==> config.mk <==
export PLATFORM = sky130hd
export DESIGN_NAME = cdce62005_spi_responder
export DESIGN_NICKNAME = d
export VERILOG_FILES = /design/src/rtl/cdce62005_spi_responder.sv
export SDC_FILE = /design/constraint.sdc
export NUM_CORES = 1
export LEC_CHECK = 0
export ABC_AREA = 1
export BUFFER_PORTS_ARGS = -buffer_cell sky130_fd_sc_hd__buf_2
export CORE_MARGIN = 2
export CORE_UTILIZATION = 25
export CTS_CLUSTER_SIZE = 12
export DETAILED_ROUTE_END_ITERATION = 16
export PLACE_DENSITY = 0.36
export SLEW_MARGIN = 10
export SYNTH_ARGS = -nofsm -noshare
export SYNTH_HDL_FRONTEND = slang
export SYNTH_SLANG_ARGS = --single-unit
export TNS_END_PERCENT = 10
==> constraint.sdc <==
create_clock -name clk -period 21.6 [get_ports clk]
set_input_delay 2.16 -clock clk [delete_from_list [all_inputs] [get_ports clk]]
set_output_delay 2.16 -clock clk [all_outputs]
set_load 0.02 [all_outputs]
==> src/rtl/cdce62005_spi_responder.sv <==
// cdce62005_spi_responder
// SPI target that mimics the CDCE62005 register interface: LSB-first 32-bit
// frames framed by active-low spi_le, register writes to addresses 0..8,
// readback command 0xE, and the 0x1F EEPROM copy command. All SPI pins are
// oversampled in the clk domain.
// Optional feature macro: CDCE_RESP_EEPROM_EN (EEPROM shadow + EE_BUSY state).

module cdce62005_spi_responder #(
  parameter int SYNC_STAGES    = 2,
  parameter int EE_BUSY_CYCLES = 1000
) (
  input  logic        clk,
  input  logic        rst,
  input  logic        spi_clk,
  input  logic        spi_mosi,
  input  logic        spi_le,
  output logic        spi_miso,
  output logic        wr_stb,
  output logic [3:0]  wr_addr,
  output logic [31:0] wr_data,
  output logic        frame_err,
  output logic        eeprom_busy,
  input  logic [3:0]  reg_sel,
  output logic [31:0] reg_dout
);

  typedef enum logic [2:0] {
    S_IDLE,
    S_RX,
    S_LATCH,
    S_RD_ARMED,
    S_TX
`ifdef CDCE_RESP_EEPROM_EN
    , S_EE_BUSY
`endif
  } state_t;

  state_t r_state, w_state_nxt;

  // Synchronizers and edge-detect history
  logic [SYNC_STAGES-1:0] r_sclk_sync, r_mosi_sync, r_le_sync;
  logic                   r_sclk_q, r_le_q;

  // Datapath registers
  logic [31:0] r_rx_sr;
  logic [5:0]  r_bitcnt;
  logic [31:0] r_tx_sr;
  logic [31:0] r_regs [0:8];
  logic        r_miso;
  logic        r_wr_stb;
  logic [3:0]  r_wr_addr;
  logic [31:0] r_wr_data;
  logic        r_frame_err;

  // Edge detects on the synchronized pins
  logic w_sclk, w_le, w_mosi;
  logic w_rise, w_fall, w_le_rise, w_le_fall;

  // Frame decode
  logic        w_len_ok, w_is_wr, w_is_rd;
  logic [3:0]  w_rd_addr;
  logic [31:0] w_rd_word;

  // Control strobes from the FSM
  logic w_rx_clear, w_rx_shift, w_commit, w_err;
  logic w_tx_load, w_tx_shift, w_miso_nxt;

`ifdef CDCE_RESP_EEPROM_EN
  localparam int EE_CW = (EE_BUSY_CYCLES > 1) ? $clog2(EE_BUSY_CYCLES) : 1;
  logic [31:0]      r_ee_shadow [0:7];
  logic [EE_CW-1:0] r_ee_cnt;
  logic             r_eeprom_busy;
  logic             r_ee_rx;
  logic             w_ee_rx_nxt, w_ee_start, w_ee_last, w_is_ee;

  assign w_is_ee   = (r_rx_sr[4:0] == 5'h1F);
  assign w_ee_last = r_eeprom_busy && (r_ee_cnt == EE_CW'(EE_BUSY_CYCLES - 1));
  assign eeprom_busy = r_eeprom_busy;
`else
  assign eeprom_busy = 1'b0;
`endif

  assign w_sclk    = r_sclk_sync[SYNC_STAGES-1];
  assign w_le      = r_le_sync[SYNC_STAGES-1];
  assign w_mosi    = r_mosi_sync[SYNC_STAGES-1];
  assign w_rise    = w_sclk & ~r_sclk_q;
  assign w_fall    = ~w_sclk & r_sclk_q;
  assign w_le_rise = w_le & ~r_le_q;
  assign w_le_fall = ~w_le & r_le_q;

  assign w_len_ok  = (r_bitcnt == 6'd32);
  assign w_is_wr   = (r_rx_sr[3:0] <= 4'd8);
  assign w_is_rd   = (r_rx_sr[3:0] == 4'hE);
  assign w_rd_addr = r_rx_sr[7:4];
  assign w_rd_word = (w_rd_addr <= 4'd8) ? r_regs[w_rd_addr] : 32'h0;

  assign spi_miso  = r_miso;
  assign wr_stb    = r_wr_stb;
  assign wr_addr   = r_wr_addr;
  assign wr_data   = r_wr_data;
  assign frame_err = r_frame_err;
  assign reg_dout  = (reg_sel <= 4'd8) ? r_regs[reg_sel] : 32'h0;

  // Synchronize the SPI pins into clk and keep one cycle of history for edges
  // NOTE: sequential state always uses non-blocking assignments so every flop samples pre-edge values.
  always_ff @(posedge clk or posedge rst) begin
    if (rst) begin
      r_sclk_sync <= '0;
      r_mosi_sync <= '0;
      r_le_sync   <= '1;
      r_sclk_q    <= 1'b0;
      r_le_q      <= 1'b1;
    end else begin
      r_sclk_sync <= {r_sclk_sync[SYNC_STAGES-2:0], spi_clk};
      r_mosi_sync <= {r_mosi_sync[SYNC_STAGES-2:0], spi_mosi};
      r_le_sync   <= {r_le_sync[SYNC_STAGES-2:0], spi_le};
      r_sclk_q    <= w_sclk;
      r_le_q      <= w_le;
    end
  end

  // FSM state register
  always_ff @(posedge clk or posedge rst) begin
    if (rst) r_state <= S_IDLE;
    else     r_state <= w_state_nxt;
  end

  // FSM next-state and control strobes
  // NOTE: every signal gets a default before the case so no path leaves it unassigned (no latch).
  always_comb begin
    w_state_nxt = r_state;
    w_rx_clear  = 1'b0;
    w_rx_shift  = 1'b0;
    w_commit    = 1'b0;
    w_err       = 1'b0;
    w_tx_load   = 1'b0;
    w_tx_shift  = 1'b0;
    w_miso_nxt  = 1'b0;
`ifdef CDCE_RESP_EEPROM_EN
    w_ee_start  = 1'b0;
    w_ee_rx_nxt = r_ee_rx;
`endif
    case (r_state)
      S_IDLE: begin
        if (w_le_fall) begin
          w_rx_clear  = 1'b1;
          w_state_nxt = S_RX;
        end
      end
      S_RX: begin
        // A rise coincident with le_rise is dropped.
        if (w_le_rise)   w_state_nxt = S_LATCH;
        else if (w_rise) w_rx_shift  = 1'b1;
      end
      S_LATCH: begin
        if (!w_len_ok)    w_err     = 1'b1;
        else if (w_is_wr) w_commit  = 1'b1;
        else if (w_is_rd) w_tx_load = 1'b1;
`ifdef CDCE_RESP_EEPROM_EN
        else if (w_is_ee) w_ee_start = 1'b1;
`endif
        else              w_err     = 1'b1;

        // A new frame may already be starting in this cycle.
        if (w_tx_load) begin
          if (w_le_fall) begin
            w_state_nxt = S_TX;
            w_miso_nxt  = w_rd_word[0];
          end else begin
            w_state_nxt = S_RD_ARMED;
          end
        end
`ifdef CDCE_RESP_EEPROM_EN
        else if (w_ee_start) begin
          w_state_nxt = S_EE_BUSY;
          if (w_le_fall) begin
            w_rx_clear  = 1'b1;
            w_ee_rx_nxt = 1'b1;
          end
        end
`endif
        else if (w_le_fall) begin
          w_rx_clear  = 1'b1;
          w_state_nxt = S_RX;
        end else begin
          w_state_nxt = S_IDLE;
        end
      end
      S_RD_ARMED: begin
        if (w_le_fall) begin
          w_state_nxt = S_TX;
          w_miso_nxt  = r_tx_sr[0];
        end
      end
      S_TX: begin
        if (w_le_rise) begin
          w_state_nxt = S_IDLE;
        end else if (w_fall) begin
          w_tx_shift = 1'b1;
          w_miso_nxt = r_tx_sr[1];
        end else begin
          w_miso_nxt = r_miso;
        end
      end
`ifdef CDCE_RESP_EEPROM_EN
      S_EE_BUSY: begin
        // Frames are received while busy but always rejected at their le_rise.
        if (r_ee_rx) begin
          if (w_le_rise) begin
            w_err       = 1'b1;
            w_ee_rx_nxt = 1'b0;
          end else if (w_rise) begin
            w_rx_shift = 1'b1;
          end
        end else if (w_le_fall) begin
          w_rx_clear  = 1'b1;
          w_ee_rx_nxt = 1'b1;
        end
        // Leave only once the copy is done and no rejected frame is in flight.
        if ((!r_eeprom_busy || w_ee_last) && !w_ee_rx_nxt) w_state_nxt = S_IDLE;
      end
`endif
      default: w_state_nxt = S_IDLE;
    endcase
  end

  // Receive/transmit shifters, register file and output strobes
  // NOTE: the register file is reset because its per-address reset value is visible behaviour.
  always_ff @(posedge clk or posedge rst) begin
    if (rst) begin
      r_rx_sr     <= '0;
      r_bitcnt    <= '0;
      r_tx_sr     <= '0;
      r_miso      <= 1'b0;
      r_wr_stb    <= 1'b0;
      r_wr_addr   <= '0;
      r_wr_data   <= '0;
      r_frame_err <= 1'b0;
      for (int i = 0; i < 9; i++) r_regs[i] <= 32'(i);
    end else begin
      if (w_rx_clear) begin
        r_rx_sr  <= '0;
        r_bitcnt <= '0;
      end else if (w_rx_shift) begin
        r_rx_sr <= {w_mosi, r_rx_sr[31:1]};
        if (r_bitcnt != 6'd33) r_bitcnt <= r_bitcnt + 6'd1;
      end

      if (w_tx_load)       r_tx_sr <= w_rd_word;
      else if (w_tx_shift) r_tx_sr <= {1'b0, r_tx_sr[31:1]};

      r_miso      <= w_miso_nxt;
      r_wr_stb    <= w_commit;
      r_frame_err <= w_err;

      if (w_commit) begin
        r_regs[r_rx_sr[3:0]] <= r_rx_sr;
        r_wr_addr            <= r_rx_sr[3:0];
        r_wr_data            <= r_rx_sr;
      end
    end
  end

`ifdef CDCE_RESP_EEPROM_EN
  // EEPROM shadow copy and busy timer
  always_ff @(posedge clk or posedge rst) begin
    if (rst) begin
      r_eeprom_busy <= 1'b0;
      r_ee_cnt      <= '0;
      r_ee_rx       <= 1'b0;
      for (int i = 0; i < 8; i++) r_ee_shadow[i] <= '0;
    end else begin
      r_ee_rx <= w_ee_rx_nxt;
      if (w_ee_start) begin
        for (int i = 0; i < 8; i++) r_ee_shadow[i] <= r_regs[i];
        r_eeprom_busy <= 1'b1;
        r_ee_cnt      <= '0;
      end else if (r_eeprom_busy) begin
        if (w_ee_last) r_eeprom_busy <= 1'b0;
        else           r_ee_cnt      <= r_ee_cnt + 1'b1;
      end
    end
  end
`endif

endmodule

==> results.md <==
* Die outline height at 288 um
* Number of buffers on the longest clock path at 3
* Clk slew on worst S/H paths at 0.06 ns
* Number of pins exceeding their max-slew limit in the final report at 0
* Top-area cell type share of the netlist area at 0.481
* Ports at 81
* Syn avg cell area at 7.92 um2
* Area Growth Syn to Fin at 12.6%
* Final Wtd Congestion at 0.767
* Wire length of the first global-routing pass at 116 mm
* Number of warnings issued by yosys at 0
* Library cell contributing the largest single delay on the critical path: o21ai_0
* Critical Path AT at 5.26 ns
* Top achievable clock speed at between 0.1 and 0.15 GHz
* Layout net count at about 2500
* Max Cap Viol at 0
* Sequence of cells on the critical path: buf_2 -> buf_4 -> inv_1 -> buf_4 -> nand4_1 -> buf_4 -> o21ai_0 -> buf_2
* Kind of end point of the critical path: primary output
* Logic depth of the worst register-to-register path at 10
* Post-DP HPWL at 41.7 mm
* Min Clock Period, post-route at 7.42 ns
* Final global-route overflow total at 0
* Family with the most delay on the worst path: buffers and inverters
* Number of buffers inserted by post-CTS setup repair at 0
* Wire length after detailed routing at 77.0 mm
* Share of cells above drive strength 1 at 0.102
* Detailed-route wire length per cell at between 20 and 25 um
* Final cell count without fillers at around 3600
* Maximum cell stage delay along the critical path at roughly 0.55 ns
* Horizontal die dimension at 288 um
* Cell taking the most area after synthesis: dfrtp_1
* CTS HTree Levels at 2
* Post-route total power at 1.80 mW
* Number of distinct library cell variants in the gate-level netlist after synthesis at 38
* Share of the cycle needed by the critical path after routing at 0.343
* Worst slack at placement at around 14 ns
* Setup repair after global routing missed its margin: no
* Number of flops mapped to enable cells by yosys at 0
* Starting utilization of the core area at 0.251
* Number of buffers and inverters on the critical path at 6
* Number of cells upsized or downsized after cts at 0
* Hold-fix buffers, CTS at 0
* Synthesized instance count at 2550
* Ratio of routed vias to standard cells at around 5.0
* Top cells by area, synth: dfrtp_1, nand2_1, o21ai_0, nand3_1, nor2_1
* IO buf count at 79
* Most common library cell in the layout ignoring fill and taps: nand2_1
* Drt initial violations at 1664
* Startpoint kind of the worst setup timing path: input pin
* Mapped Nets at between 2000 and 3000
* Root buffer cell: clkbuf_16
* Clock tree skew after final layout at roughly 0.026 ns
* Post-synthesis async set-or-reset flop share at 1.00
* Clock latency at the later pin of the worst-skew pair at 0.60 ns
* Gr usage total at 0.185
* Worst-path maximum fanout at 34
* Depth of the critical timing path with buffers and inverters included at 8
* Flop2flop setup slack at 18.38 ns
* Largest net degree at the start of global routing at between 100 and 150
* Total clock buffers created by CTS at around 50
* Slew at the pin closest to its max-slew limit at 1.16 ns
* Worst setup path category: in2out
* Count of standard-cell rows at between 100 and 150
* Hold Worst Slack at 0.347 ns
* Number of detailed-route iterations in the first pass at 7
* Number of sinks driven by the clock tree at 404
* Worst rel slew slack at 0.230
* Pwr per Cell Area at 79.3 nW/um2
* Proportion of synthesized chip area in sequential cells at 0.502
* Commonest cells after routing, fill and taps aside: nand2_1, o21ai_0, dfrtp_1
* Critical register-to-register path startpoint: r_rx_sr[4]
* Run status: complete, no violations
* Die footprint at 83000 um2
* Class of the tightest hold or removal check: reg2reg
* Max IR drop VDD at 0.0678 mV
* Vias in the first global route at 17500
* Number of endpoints failing setup at the final stage at 0
* # placed instances at about 3500
* Setup TNS at 0 ns
* TritonCTS clock tree: built
* Required @ worst endpoint at 19.44 ns
* Final hold vios at 0
* Final Worst Setup Slack at ~14 ns
* Floorplan core area at around 80000 um2
* Crit path capture: reg_dout[31]
* Most frequently used flop master after synthesis: dfrtp_1
* Via Count at around 18000
* Antenna violations before repair at 1
* Cell area after synthesis at around 20000 um2
* Reg-to-reg endpoint: spi_miso
* Number of remaining DRC errors at 0
* Number of antenna cells inserted at 0
* Setup crit start: reg_sel[1]
* Leakage at 9.88 nW
* Cell mode on critical path: buf_4
* FF+latch count, synth at roughly 400
* Antenna-violating nets left at 0
[cell type report]
| type | count | area, um2 |
|---|---|---|
| clock buffers | 80 | 1490 |
| repair buffers | 112 | 658 |
| inverters | 137 | 527 |
| multi-input cells | 1784 | 8480 |
| fillers | 8633 | 57600 |
| clock inverters | 15 | 119 |
| well taps | 1060 | 1330 |
| flip-flops and latches | 404 | 10100 |
[synth_stat cells, types with 3 or more instances]
| cell | number |
|---|---|
| nand2_1 | 596 |
| o21ai_0 | 403 |
| dfrtp_1 | 388 |
| nand3_1 | 267 |
| nor2_1 | 199 |
| clkbuf_1 | 158 |
| inv_1 | 129 |
| o21ai_1 | 83 |
| a21oi_1 | 59 |
| o221ai_1 | 34 |
| o22ai_1 | 31 |
| o211ai_1 | 25 |
| buf_6 | 23 |
| o31ai_1 | 22 |
| o21ai_2 | 20 |
| buf_1 | 18 |
| buf_2 | 17 |
| dfstp_2 | 16 |
| a22oi_1 | 8 |
| nand2_4 | 7 |
| ha_1 | 6 |
| inv_2 | 6 |
| buf_4 | 5 |
| nand2_2 | 4 |
| nor3_1 | 4 |
| clkbuf_2 | 3 |
| xnor2_1 | 3 |
[how the worst min path moves through the flow]
stage / slack (ns) / to / from / depth (start not counted)
finish: 0.35 / r_sclk_sync[1] / r_sclk_sync[0] / 0
CTS: 0.35 / r_sclk_sync[1] / r_sclk_sync[0] / 0
global route: 0.37 / r_le_sync[1] / r_le_sync[0] / 0
floorplan: 0.33 / r_mosi_sync[1] / r_mosi_sync[0] / 0
global placement: 0.34 / r_sclk_sync[1] / r_sclk_sync[0] / 0
detailed placement: 0.34 / r_sclk_sync[1] / r_sclk_sync[0] / 0
[report_power, final]
part           internal, mW  total (mW)  switching, mW
logic                0.0441       0.167          0.123
registers             0.783       0.801         0.0175
clock network         0.484       0.834          0.350
total                  1.31        1.80          0.490
[worst reg2reg max path, cell delays in order (launching register included)]
cell     delay, ns
dfrtp_4       0.68
inv_4         0.81
buf_4         0.72
nand2_1       0.18
nand3_1       0.11
nand3_1       0.08
nand3_1       0.30
nand3_1       0.11
nand2_1       0.08
nand2_1       0.05
nand2_1       0.05
[state kept, by name (all words and copies together) (netlist names), 3 cells and up]
register,cells
wr_addr,3
wr_data,29
r_rx_sr,32
r_bitcnt,6
r_tx_sr,32
r_state,3
r_regs,288
[routing by layer]
layer  GRT usage  share of wire  vias up
met1       0.264           0.47     8778
li1            -              -     8416
met5           0              0        -
met4      0.0449          0.023        0
met2       0.298           0.45      545
met3      0.0236          0.050       99
[logic make-up (layout without fill, tap and decap cells)]
group | after synthesis | after routing | share of synthesized area
xor+xnor | 4 | 4 | 0.00174
flops | 404 | 404 | 0.502
buf+inv | 362 | 344 | 0.0788
simple gates | 1086 | 1086 | 0.224
fa+ha+maj | 6 | 6 | 0.00372
other cells | 1 | 1 | 0.000186
compound gates | 687 | 687 | 0.189
[metrics by stage]
stage / cell area, um2 / utilization
after detailed placement: 21100 / 0.263
after CTS: 22700 / 0.283
after global placement: 21100 / 0.263
after floorplan: 20200 / -
final: 22700 / 0.283
after global routing: 22700 / 0.283
Note: power is estimated with default switching activity, not from simulation.
